## src/rtl/forwarding_unit_pkg.sv

```systemverilog
// Shared definitions for the EX-stage forwarding unit.
//   REG_ADDR_W  : default width of a register specifier
//   SEL_*       : operand-mux select codes driven on fwd_a_sel / fwd_b_sel
//   lu_state_t  : load-use hazard FSM states
package forwarding_unit_pkg;

    localparam int unsigned REG_ADDR_W = 5;

    localparam logic [1:0] SEL_REGFILE = 2'b00;
    localparam logic [1:0] SEL_EXMEM   = 2'b01;
    localparam logic [1:0] SEL_MEMWB   = 2'b10;

    typedef enum logic {
        ST_RUN   = 1'b0,
        ST_STALL = 1'b1
    } lu_state_t;

endpackage

```

## src/rtl/forwarding_unit_fwd_compare.sv

```systemverilog
// Priority compare for one EX operand.
//   src                : source specifier of the instruction in EX (ID/EX shadow)
//   exmem_rd/exmem_wr  : destination and write-enable held in EX/MEM
//   memwb_rd/memwb_wr  : destination and write-enable held in MEM/WB
//   sel                : operand-mux select (EX/MEM beats MEM/WB; r0 never forwarded)
module fwd_compare #(
    parameter int unsigned ADDR_W = 5
) (
    input  logic [ADDR_W-1:0] src,
    input  logic [ADDR_W-1:0] exmem_rd,
    input  logic              exmem_wr,
    input  logic [ADDR_W-1:0] memwb_rd,
    input  logic              memwb_wr,
    output logic [1:0]        sel
);
    import forwarding_unit_pkg::*;

    always_comb begin
        sel = SEL_REGFILE;
        if (exmem_wr && (exmem_rd != '0) && (exmem_rd == src)) begin
            sel = SEL_EXMEM;
        end else if (memwb_wr && (memwb_rd != '0) && (memwb_rd == src)) begin
            sel = SEL_MEMWB;
        end
    end

endmodule

```

## src/rtl/forwarding_unit.sv

```systemverilog
// EX-stage forwarding and load-use stall control.
// Keeps a shadow copy of the destination fields of ID/EX, EX/MEM and MEM/WB
// and derives the operand-mux selects and the front-end stall from them.
//   clk, reset_n             : pipeline clock, asynchronous active-low reset
//   id_rs, id_rt, id_rd      : specifiers of the instruction in ID
//   id_reg_write, id_mem_read: ID instruction writes a register / is a load
//   flush                    : kill the ID instruction entering ID/EX
//   mem_stall                : freeze all internal state
//   fwd_a_sel, fwd_b_sel     : EX operand-A / operand-B mux selects
//   stall                    : hold PC and IF/ID, bubble into ID/EX
module forwarding_unit #(
    parameter int unsigned REG_ADDR_W   = forwarding_unit_pkg::REG_ADDR_W,
    parameter int unsigned LOAD_BUBBLES = 1
) (
    input  logic                  clk,
    input  logic                  reset_n,
    input  logic [REG_ADDR_W-1:0] id_rs,
    input  logic [REG_ADDR_W-1:0] id_rt,
    input  logic [REG_ADDR_W-1:0] id_rd,
    input  logic                  id_reg_write,
    input  logic                  id_mem_read,
    input  logic                  flush,
    input  logic                  mem_stall,
    output logic [1:0]            fwd_a_sel,
    output logic [1:0]            fwd_b_sel,
    output logic                  stall
);
    import forwarding_unit_pkg::*;

    // The hazard cycle in RUN is the first bubble; the counter holds the
    // number of further bubbles still to be spent in STALL.
    localparam logic [1:0] BUBBLE_INIT = 2'(LOAD_BUBBLES - 1);

    logic [REG_ADDR_W-1:0] idex_rs, idex_rt, idex_rd;
    logic                  idex_wr, idex_mr;
    logic [REG_ADDR_W-1:0] exmem_rd, memwb_rd;
    logic                  exmem_wr, memwb_wr;

    lu_state_t state, state_next;
    logic [1:0] cnt, cnt_next;
    logic       hazard;

    fwd_compare #(.ADDR_W(REG_ADDR_W)) u_cmp_a (
        .src      (idex_rs),
        .exmem_rd (exmem_rd),
        .exmem_wr (exmem_wr),
        .memwb_rd (memwb_rd),
        .memwb_wr (memwb_wr),
        .sel      (fwd_a_sel)
    );

    fwd_compare #(.ADDR_W(REG_ADDR_W)) u_cmp_b (
        .src      (idex_rt),
        .exmem_rd (exmem_rd),
        .exmem_wr (exmem_wr),
        .memwb_rd (memwb_rd),
        .memwb_wr (memwb_wr),
        .sel      (fwd_b_sel)
    );

    always_comb begin
        hazard     = idex_mr && (idex_rd != '0) &&
                     ((idex_rd == id_rs) || (idex_rd == id_rt));
        stall      = !flush && (hazard || (state == ST_STALL));
        state_next = state;
        cnt_next   = cnt;
        if (flush) begin
            state_next = ST_RUN;
            cnt_next   = '0;
        end else begin
            case (state)
                ST_RUN: begin
                    if (hazard) begin
                        cnt_next = BUBBLE_INIT;
                        if (BUBBLE_INIT != '0) begin
                            state_next = ST_STALL;
                        end
                    end
                end
                ST_STALL: begin
                    if (cnt <= 2'd1) begin
                        state_next = ST_RUN;
                        cnt_next   = '0;
                    end else begin
                        cnt_next = cnt - 2'd1;
                    end
                end
                default: begin
                    state_next = ST_RUN;
                    cnt_next   = '0;
                end
            endcase
        end
    end

    always_ff @(posedge clk or negedge reset_n) begin
        if (!reset_n) begin
            idex_rs  <= '0;
            idex_rt  <= '0;
            idex_rd  <= '0;
            idex_wr  <= 1'b0;
            idex_mr  <= 1'b0;
            exmem_rd <= '0;
            exmem_wr <= 1'b0;
            memwb_rd <= '0;
            memwb_wr <= 1'b0;
            state    <= ST_RUN;
            cnt      <= '0;
        end else if (!mem_stall) begin
            memwb_rd <= exmem_rd;
            memwb_wr <= exmem_wr;
            exmem_rd <= idex_rd;
            exmem_wr <= idex_wr;
            // Bubbles are fully cleared so a dead slot never raises a select.
            if (flush || stall) begin
                idex_rs <= '0;
                idex_rt <= '0;
                idex_rd <= '0;
                idex_wr <= 1'b0;
                idex_mr <= 1'b0;
            end else begin
                idex_rs <= id_rs;
                idex_rt <= id_rt;
                idex_rd <= id_rd;
                idex_wr <= id_reg_write;
                idex_mr <= id_mem_read;
            end
            state <= state_next;
            cnt   <= cnt_next;
        end
    end

endmodule

```

## config.mk

```make
export PLATFORM = sky130hd
export DESIGN_NAME = forwarding_unit
export DESIGN_NICKNAME = d
export VERILOG_FILES = /design/src/rtl/forwarding_unit_pkg.sv /design/src/rtl/forwarding_unit_fwd_compare.sv /design/src/rtl/forwarding_unit.sv
export SDC_FILE = /design/constraint.sdc
export NUM_CORES = 1
export LEC_CHECK = 0
export ABC_AREA = 1
export BUFFER_PORTS_ARGS = -buffer_cell sky130_fd_sc_hd__buf_4
export CAP_MARGIN = 20
export CORE_MARGIN = 3
export CORE_UTILIZATION = 40
export CTS_BUF_LIST = sky130_fd_sc_hd__clkbuf_8 sky130_fd_sc_hd__clkbuf_16
export DETAILED_ROUTE_END_ITERATION = 10
export PLACE_DENSITY = 0.62
export SYNTH_ARGS = -nofsm -noshare
export SYNTH_HDL_FRONTEND = slang
export SYNTH_SLANG_ARGS = --single-unit
```

## constraint.sdc

```tcl
create_clock -name clk -period 1.9 [get_ports clk]
set_input_delay 0.285 -clock clk [delete_from_list [all_inputs] [get_ports clk]]
set_output_delay 0.285 -clock clk [all_outputs]
set_load 0.01 [all_outputs]
```

# Word level (Yosys, flattened, before mapping)
# Index checks and enable logic that the tools add are counted.
# word_totals
ff_bits,32
latchBits,0
mem_bits_rw,0
mem_bits_ro,0
output_inout_bits,5
mem_count,0
# classes
add_sub_neg,1
mul,0
n_div,0
n_lt_le_gt_ge,1
eq_ne,7
shifts,0
muxes,16
n_bitwise,2
n_reduce_logical,17
# op_table
operator,count
$eq 5x5->1,6
$mux 5,3
$reduce_bool 5->1,3
$mux 2,7
$logic_and 1x1->1,9
$mux 1,5
$pmux 2 s2,1
$logic_or 1x1->1,3
$ne 3x3->1 const B,1
$le 2x1->1 const B,1
$not 1->1,2
$reduce_and 2->1,1
$sub 2x1->2 const B,1
$logic_not 1->1,1

# Depth between registers and ports, before layout
# Gate-level depths: netlist of run 1.
# logic_depth
word_depth,7
ltp_mapped,12

# Cells and area by module
# Synthesis of run 1 repeated with hierarchy kept, for this count alone.
# hier_totals
hier_cells,283
area_unflattened_um2,1881.8
# modules_own_cells
mod,instances,cells_each,area_each_um2
forwarding_unit,1,183,1453.9
fwd_compare,2,50,214.0

# Worst setup path before layout of run 1
# No wires, ideal clock.
# synth_path
path_type,register to output
start,reg exmem_rd[3]
end,out fwd_a_sel[1]
arrival_time_ps,1251
required_time_ps,1615
path_slack_ps,364
path_stages_with_launch,4
cell_sequence,dfrtp_1 -> xor2_1 -> nor4_1 -> nor3_1
# synth_between
elab_chain_len,4
elab_cells_between_ends,5
cone_classes,eq/ne: 1; mux: 1; reduce/logical: 3
# synth_rtl
item,line_no,text
from (decl),forwarding_unit.sv:36,"logic [REG_ADDR_W-1:0] exmem_rd, memwb_rd;"
from (signal assigned),forwarding_unit.sv:112,exmem_rd <= idex_rd;
$reduce_bool 5->1,forwarding_unit_fwd_compare.sv:20,if (exmem_wr && (exmem_rd != '0) && (exmem_rd == src)) begin
$logic_and 1x1->1,forwarding_unit_fwd_compare.sv:20,
$logic_and 1x1->1 (*),forwarding_unit_fwd_compare.sv:20,
$mux 2 (*),forwarding_unit_fwd_compare.sv:20,
to (decl),forwarding_unit.sv:24,"output logic [1:0] fwd_a_sel,"
# Mark *: on every way between the ends. The rest lies on a longest branch, timed or not.

# Final worst setup path of run 1
# layout_path
start,reg memwb_rd[1]
end,out fwd_b_sel[1]
# layout_between
elab_chain_len,5
elab_cells_between_ends,6
cone_classes,eq/ne: 1; mux: 2; reduce/logical: 3
# layout_rtl
item,line_no,text
from (decl),forwarding_unit.sv:36,
from (signal assigned),forwarding_unit.sv:110,memwb_rd <= exmem_rd;
$reduce_bool 5->1,forwarding_unit_fwd_compare.sv:22,end else if (memwb_wr && (memwb_rd != '0) && (memwb_rd == src)) begin
$logic_and 1x1->1,forwarding_unit_fwd_compare.sv:22,
$logic_and 1x1->1 (*),forwarding_unit_fwd_compare.sv:22,
$mux 2 (*),forwarding_unit_fwd_compare.sv:22,
$mux 2 (*),forwarding_unit_fwd_compare.sv:20,
to (decl),forwarding_unit.sv:25,"output logic [1:0] fwd_b_sel,"
# Marks and branches as above.

==> results of run 1 <==
-- where the power goes --
part           leakage, nW  switching (mW)  internal, mW
registers            0.422          0.0735         0.739
logic                0.580           0.175         0.159
clock network       0.0538           0.251         0.284
-- state kept, by name, indices dropped and copies added (netlist names) --
signal,flops
cnt,2
memwb_wr,1
exmem_wr,1
idex_wr,1
idex_rd,5
idex_rs,5
exmem_rd,5
memwb_rd,5
idex_mr,1
state,1
idex_rt,5
-- path summary, 6_finish.rpt --
path	endpoint	slack [ns]	cells after the start
setup / recovery	fwd_b_sel[1]	0.07	4
hold / removal	idex_rd[4]	0.26	3
setup reg to reg	cnt[0]	0.40	9
hold reg to reg	idex_mr	0.48	2
max in group asynchronous	cnt[1]	1.13	2
min in group asynchronous	memwb_rd[2]	0.47	2
-- what timing repair did --
action                     4_1_cts  5_1_grt
gates resized for setup          1       15
pin swaps                        0        1
buffers inserted                 3        0
gates cloned                     0        0
hold buffers                     1        0
setup endpoints to repair        2        6
hold endpoints to repair        32        0
-- cell usage after synthesis (all sizes together) --
cell type	instances	area [um2]
nand2	73	274
dfrtp	32	801
o21ai	25	125
inv	23	86.3
xnor2	14	123
nand3	10	55.1
nor2	9	33.8
xor2	7	61.3
o22ai	6	37.5
clkbuf	5	18.8
buf	3	27.5
nand4	3	18.8
a21oi	2	10.0
nor3	2	10.0
nor4	2	12.5
or2	2	12.5
o41ai	1	8.76
-- per-stage QoR --
stage | std cells | total power [mW] | TNS [ns] | cell area (um2)
CTS | 298 | 1.67 | 0 | 2050
finish | 298 | 1.68 | 0 | 2120
global placement | 286 | 1.11 | 0 | 1920
global route | 298 | 1.78 | -0.0401 | 2120
detailed placement | 286 | 1.11 | 0 | 1920
floorplan | 219 | 1.01 | 0 | 1720
-- worst reg2reg max path, stage by stage, from the launching register on --
cell     delay (ns)
dfrtp_1        0.41
inv_1          0.14
nand4_1        0.10
o21ai_0        0.15
inv_1          0.07
nand2_2        0.10
nand3_4        0.21
nand2_1        0.15
nand2_1        0.06
nand2_1        0.05
-- cell usage in the layout, fill, tap and decap left out, drive strengths merged, types with 6 or more instances in the layout --
master,n
inv,25
xnor2,14
buf,28
clkbuf,6
nor2,9
nand3,10
dfrtp,32
o21ai,25
nand2,73
o22ai,6
xor2,7
-- logic make-up (layout without fill, tap and decap cells) --
family | count (synthesis) | after routing | synth area share (%)
flops | 32 | 32 | 46.7
xor+xnor | 21 | 21 | 10.7
simple gates | 101 | 101 | 24.3
buf+inv | 31 | 60 | 7.73
compound gates | 34 | 34 | 10.6
-- final cells by class --
| class | count | area [um2] |
|---|---|---|
| clock buffer | 6 | 82.6 |
| clock inverter | 2 | 7.51 |
| fill | 408 | 1940 |
| inverter | 23 | 86.3 |
| multi-input combinational | 156 | 861 |
| sequential | 32 | 801 |
| tap | 50 | 62.6 |
| timing repair buffer | 29 | 220 |
-- layer usage --
metal | up-vias | share of wire, % | wire (um)
met4 | 0 | 1.6 | 62
met3 | 6 | 5.2 | 198
met2 | 32 | 46 | 1740
li1 | 752 | - | -
met1 | 636 | 47 | 1790
met5 | - | 0 | 0
==> reports/metrics.yaml, run 1 <==
status: "completed"
grt_util_all_layers_pct: 16.3
avgSynthCellArea_um2: 7.83
numClockSinks: 32
critPathBufInv: 1
fin_crit_ns: 1.83
cpLargestDelayFamily: "simple AND/OR/NAND/NOR gates"
grt_max_degree: 36
hold_class: "in -> reg"
yosys_register_bits: 32
drv_cap: 0
dieHeight_um: 71.5
p_leak_nw: 1.06
fmax_mhz: 547
power_density_nw_per_um2: 793
vias: 1426
die-area_um2: 5110
grt_pass1_wl_um: 6450
core_um2: 4060
crit_path_max_fanout: 4
detail_route.wl_per_cell_um: 12.7
synth-seq-area-share_pct: 46.7
syn-num-nets: 240
rows: 23
slew_violations: 0
clock_latency_ns: 0.29
gr-max-usage-layer: "met2"
synth_cells: 219
n_antenna_cell: 0
synth_cell_types: 21
critPathCaptureType: "output port"
yosysWarnings: 0
period_share_pct: 96.3
rsz0062_at_grt: "true"
post-place-ws_ns: 0.235
cp-startpoint: "memwb_rd[1]"
numCtsBuffers: 5
worstPathCellList: "or2_2 -> o41ai_4 -> nor3_1 -> buf_4"
drtIter0Drc: 54
fin_ws_ns: 0.0702
slowest_delay_ns: 0.42
cts_max_level: 2
worstReg2RegStart: "idex_rd[2]"
worstSetupPathType: "reg -> out"
crit_arrival_ns: 1.54
die_x_um: 71.5
grt_use_met1_pct: 20.9
worst_pin_slew_ns: 0.448
critPathSlowestCell: "dfrtp_1"
wl_um: 3790
grt_util_met3_pct: 5.19
place_congestion: 0.759
post-dp-hpwl_um: 2660
ant_nets: 0
tritoncts: "yes"
fin_skew_ns: 0.00565
clk_pin_slew_ns: 0.07
start_util_pct: 42.3
syn2layout_area_growth_pct: 23.6
finalHoldViolations: 0
antenna_found_initial: 0
slew_headroom_pct: 70.1
drive_above_1_share_pct: 20.6
via_per_inst: 4.79
overflow: 0
drc_errors: 0
whs_ns: 0.258
netlist_area_um2: 1720
use_met2_pct: 25.8
port_buffers: 25
cp-start-kind: "flop"
finalNetCount: 268
worstHoldStart: "id_rd[4]"
ios: 26
clockRootBuffer: "clkbuf_8"
final_util_pct: 52.3
ir_worst_vdd_mv: 0.411
dr.pass1.iters: 4
cts_buffer_depth: 2
setup_violations: 0
grt_pass1_vias: 1392
critPathRequiredTime_ns: 1.62
Note: power is estimated with default switching activity, not from simulation.
==> run 2: changes to the inputs <==
--- a/config.mk
+++ b/config.mk
@@ -15,4 +15,5 @@
 export PLACE_DENSITY = 0.62
 export SYNTH_ARGS = -nofsm -noshare
 export SYNTH_HDL_FRONTEND = slang
+export SYNTH_HIERARCHICAL = 1
 export SYNTH_SLANG_ARGS = --single-unit
==> run 2 against run 1 <==
  * Count of clock-buffer cells in the layout fell by 1
  * Final cell count rose by 21%
  * Sequential cell count did not move
  * Setup slack improved by 0.079 ns
==> reports/metrics.yaml, run 2 <==
rrSetupSlack_ns: 0.28  # was 0.40 ns
cts_resized: 0  # was 1
critPathSlowestCell: "dfrtp_1"  # unchanged
hold_depth: 3  # unchanged
setup_violations: 0  # unchanged
ir_worst_vdd_mv: 0.476  # was 0.411 mV
via_per_inst: 4.68  # was 4.79
clock_latency_ns: 0.28  # was 0.29 ns
drive_above_1_share_pct: 16.5  # was 20.6%
grt_pass1_vias: 1593  # was 1392
dp.cells: 353  # was 286
cp_common_cell: "nor2_1"
hold_class: "in -> reg"  # unchanged
synth_top_area_share_pct: 42.6  # was 46.7%
finalHoldViolations: 0  # unchanged
cpLargestDelayFamily: "simple AND/OR/NAND/NOR gates"  # unchanged
crit_arrival_ns: 1.47  # was 1.54 ns
p_leak_nw: 1.19  # was 1.06 nW
final_area_um2: 2230  # was 2120 um2
synth-seq-area-share_pct: 42.6  # was 46.7%
ios: 26  # unchanged
grt_util_all_layers_pct: 16.8  # was 16.3%
rows: 24  # was 23
status: "completed"  # unchanged
worst_pin_slew_ns: 0.405  # was 0.448 ns
dpl-instance-area_um2: 2110  # was 1920 um2
hold_end: "idex_wr"  # was idex_rd[4]
clk_pin_slew_ns: 0.07  # about the same
core_um2: 4440  # was 4060 um2
worstHoldStart: "id_reg_write"  # was id_rd[4]
period_share_pct: 92.2  # was 96.3%
synth-edff-count: 0  # unchanged
synth.most_common_cell: "nand2_1"  # unchanged
drtIter0Drc: 55  # was 54
syn2layout_area_growth_pct: 18.4  # was 23.6%
final_util_pct: 50.1  # was 52.3%
worstPathCellList: "nor2_1 -> nor2_1 -> nor2_1 -> nand3_1 -> nand2_1 -> nand2_1 -> a21oi_1 -> buf_4"  # was or2_2 -> o41ai_4 -> nor3_1 -> buf_4
nFillCells: 471  # was 408
dieHeight_um: 74.6  # was 71.5 um
finalNetCount: 330  # was 268
synthTopCellsByCount: "nand2_1 (118), inv_1 (33), dfrtp_1 (32)"  # was nand2_1 (73), dfrtp_1 (32), o21ai_0 (23)
grt_max_degree: 33  # was 36
cts_buffer_depth: 2  # unchanged
grt_pass1_wl_um: 7160  # was 6450 um
worstReg2RegStart: "idex_rd[3]"  # was idex_rd[2]
cp-start-kind: "flop"  # unchanged
netlist_area_um2: 1880  # was 1720 um2
tritoncts: "yes"  # unchanged
post-place-ws_ns: 0.260  # was 0.235 ns
rr_endpoint: "idex_rs[4]"  # was cnt[0]
antenna_found_initial: 0  # unchanged
critPathRequiredTime_ns: 1.62  # about the same
place_congestion: 0.794  # was 0.759
synth_cell_types: 21  # unchanged
cts_max_level: 2  # unchanged
detail_route.wl_per_cell_um: 11.6  # was 12.7 um
die-area_um2: 5560  # was 5110 um2
yosys_register_bits: 32  # unchanged
die_x_um: 74.6  # was 71.5 um
synth_top_area_cell: "dfrtp_1"  # unchanged
final_common_cell: "nand2_1"  # unchanged
fin_skew_ns: 0.00577  # was 0.00565 ns
slowest_delay_ns: 0.42  # about the same
synth_cells: 283  # was 219
vias: 1695  # was 1426
drc_errors: 0  # unchanged
critPathBufInv: 1  # unchanged
layout.cells.non_filler: 362  # was 298
fmax_mhz: 571  # was 547 MHz
avgSynthCellArea_um2: 6.65  # was 7.83 um2
worstSetupPathType: "reg -> out"  # unchanged
port_buffers: 25  # unchanged
overflow: 0  # unchanged
wl_um: 4190  # was 3790 um
ys.flop_type: "dfrtp_1"  # unchanged
numClockSinks: 32  # unchanged
n_antenna_cell: 0  # unchanged
async_flop_share_pct: 100  # unchanged
slew_violations: 0  # unchanged
yosysWarnings: 6  # was 0
fin_ws_ns: 0.149  # was 0.0702 ns
crit_path_max_fanout: 4  # unchanged
mostFrequentLayoutCells: "nand2_1 (118), inv_1 (33), dfrtp_1 (32)"  # was nand2_1 (72), dfrtp_1 (32), buf_4 (28)
setup_tns_ns: 0  # unchanged
critPathCaptureType: "output port"  # unchanged
power_density_nw_per_um2: 804  # was 793 nW/um2
post-dp-hpwl_um: 3040  # was 2660 um
slew_headroom_pct: 73.0  # was 70.1%
numCtsBuffers: 5  # unchanged
drv_cap: 0  # unchanged
start_util_pct: 42.3  # about the same
clockRootBuffer: "clkbuf_8"  # unchanged
synth_area_leaders: "dfrtp_1 (43%), nand2_1 (24%), inv_1 (6.6%)"  # was dfrtp_1 (47%), nand2_1 (16%), xnor2_1 (7.1%)
syn-num-nets: 304  # was 240
ant_nets: 0  # unchanged
dr.pass1.iters: 6  # was 4
fin_crit_ns: 1.75  # was 1.83 ns
reg2reg_depth: 7  # was 9
rsz0062_at_grt: "false"  # was true
run 2: how the worst max path moves through the flow:
stage / startpoint / endpoint / slack, ns / depth (start not counted)
6_report: idex_rd[0] / stall / 0.15 / 8
5_1_grt: idex_rd[0] / stall / 0.02 / 8
4_1_cts: idex_rd[0] / stall / 0.12 / 8
3_5_place_dp: idex_rd[3] / idex_rd[3] / 0.26 / 7
3_3_place_gp: idex_rd[3] / idex_rs[4] / 0.30 / 7
2_1_floorplan: idex_rd[0] / stall / 0.61 / 7
run 2: through the flow:
stage	power [mW]	hold slack, ns
3_3_place_gp	1.15	0.248
5_1_grt	1.90	0.258
2_1_floorplan	1.04	-0.0106
4_1_cts	1.81	0.255
3_5_place_dp	1.16	0.245
6_report	1.79	0.263
run 2: tightest hold or removal path: stages:
cell,delay (ns)
buf_4,0.11
nand2_1,0.05
o22ai_1,0.06
run 2: repair_timing:
item / 4_1_cts / 5_1_grt
hold buffers: 1 / 0
endpoints found under the hold margin: 32 / 0
setup buffers: 0 / 0
run 2: cell type report:
type	instances	area (um2)	area share, %
sequential	32	801	35.9
multi-input combinational	201	876	39.3
clock inverter	3	42.5	1.91
tap	52	65.1	2.92
clock buffer	5	68.8	3.09
inverter	42	158	7.07
timing repair buffer	27	218	9.77
run 2: metal layers:
metal  part of all wire, %  GRT usage [%]  vias to the layer above  routed length (um)
met1                    48           22.0                      737                2010
met2                    47           28.0                       29                1990
met4                   1.3           5.34                        0                  53
met5                     0              0                        -                   0
li1                      -              -                      922                   -
met3                   3.3           3.38                        7                 138
run 2: cells by family after synthesis:
logic type	after synthesis	share of synthesized area, %
AND/OR/NAND/NOR	161	34.4
AO/OA/AOI/OAI	36	10.2
XOR/XNOR	4	1.86
flip-flops	32	42.6
buffers and inverters	50	10.9
run 2: report_power, final:
| group | leakage, nW | internal [mW] | switching (mW) |
|---|---|---|---|
| combinational | 0.714 | 0.140 | 0.194 |
| sequential | 0.422 | 0.738 | 0.0722 |
| clock | 0.0541 | 0.388 | 0.259 |
| total | 1.19 | 1.27 | 0.526 |
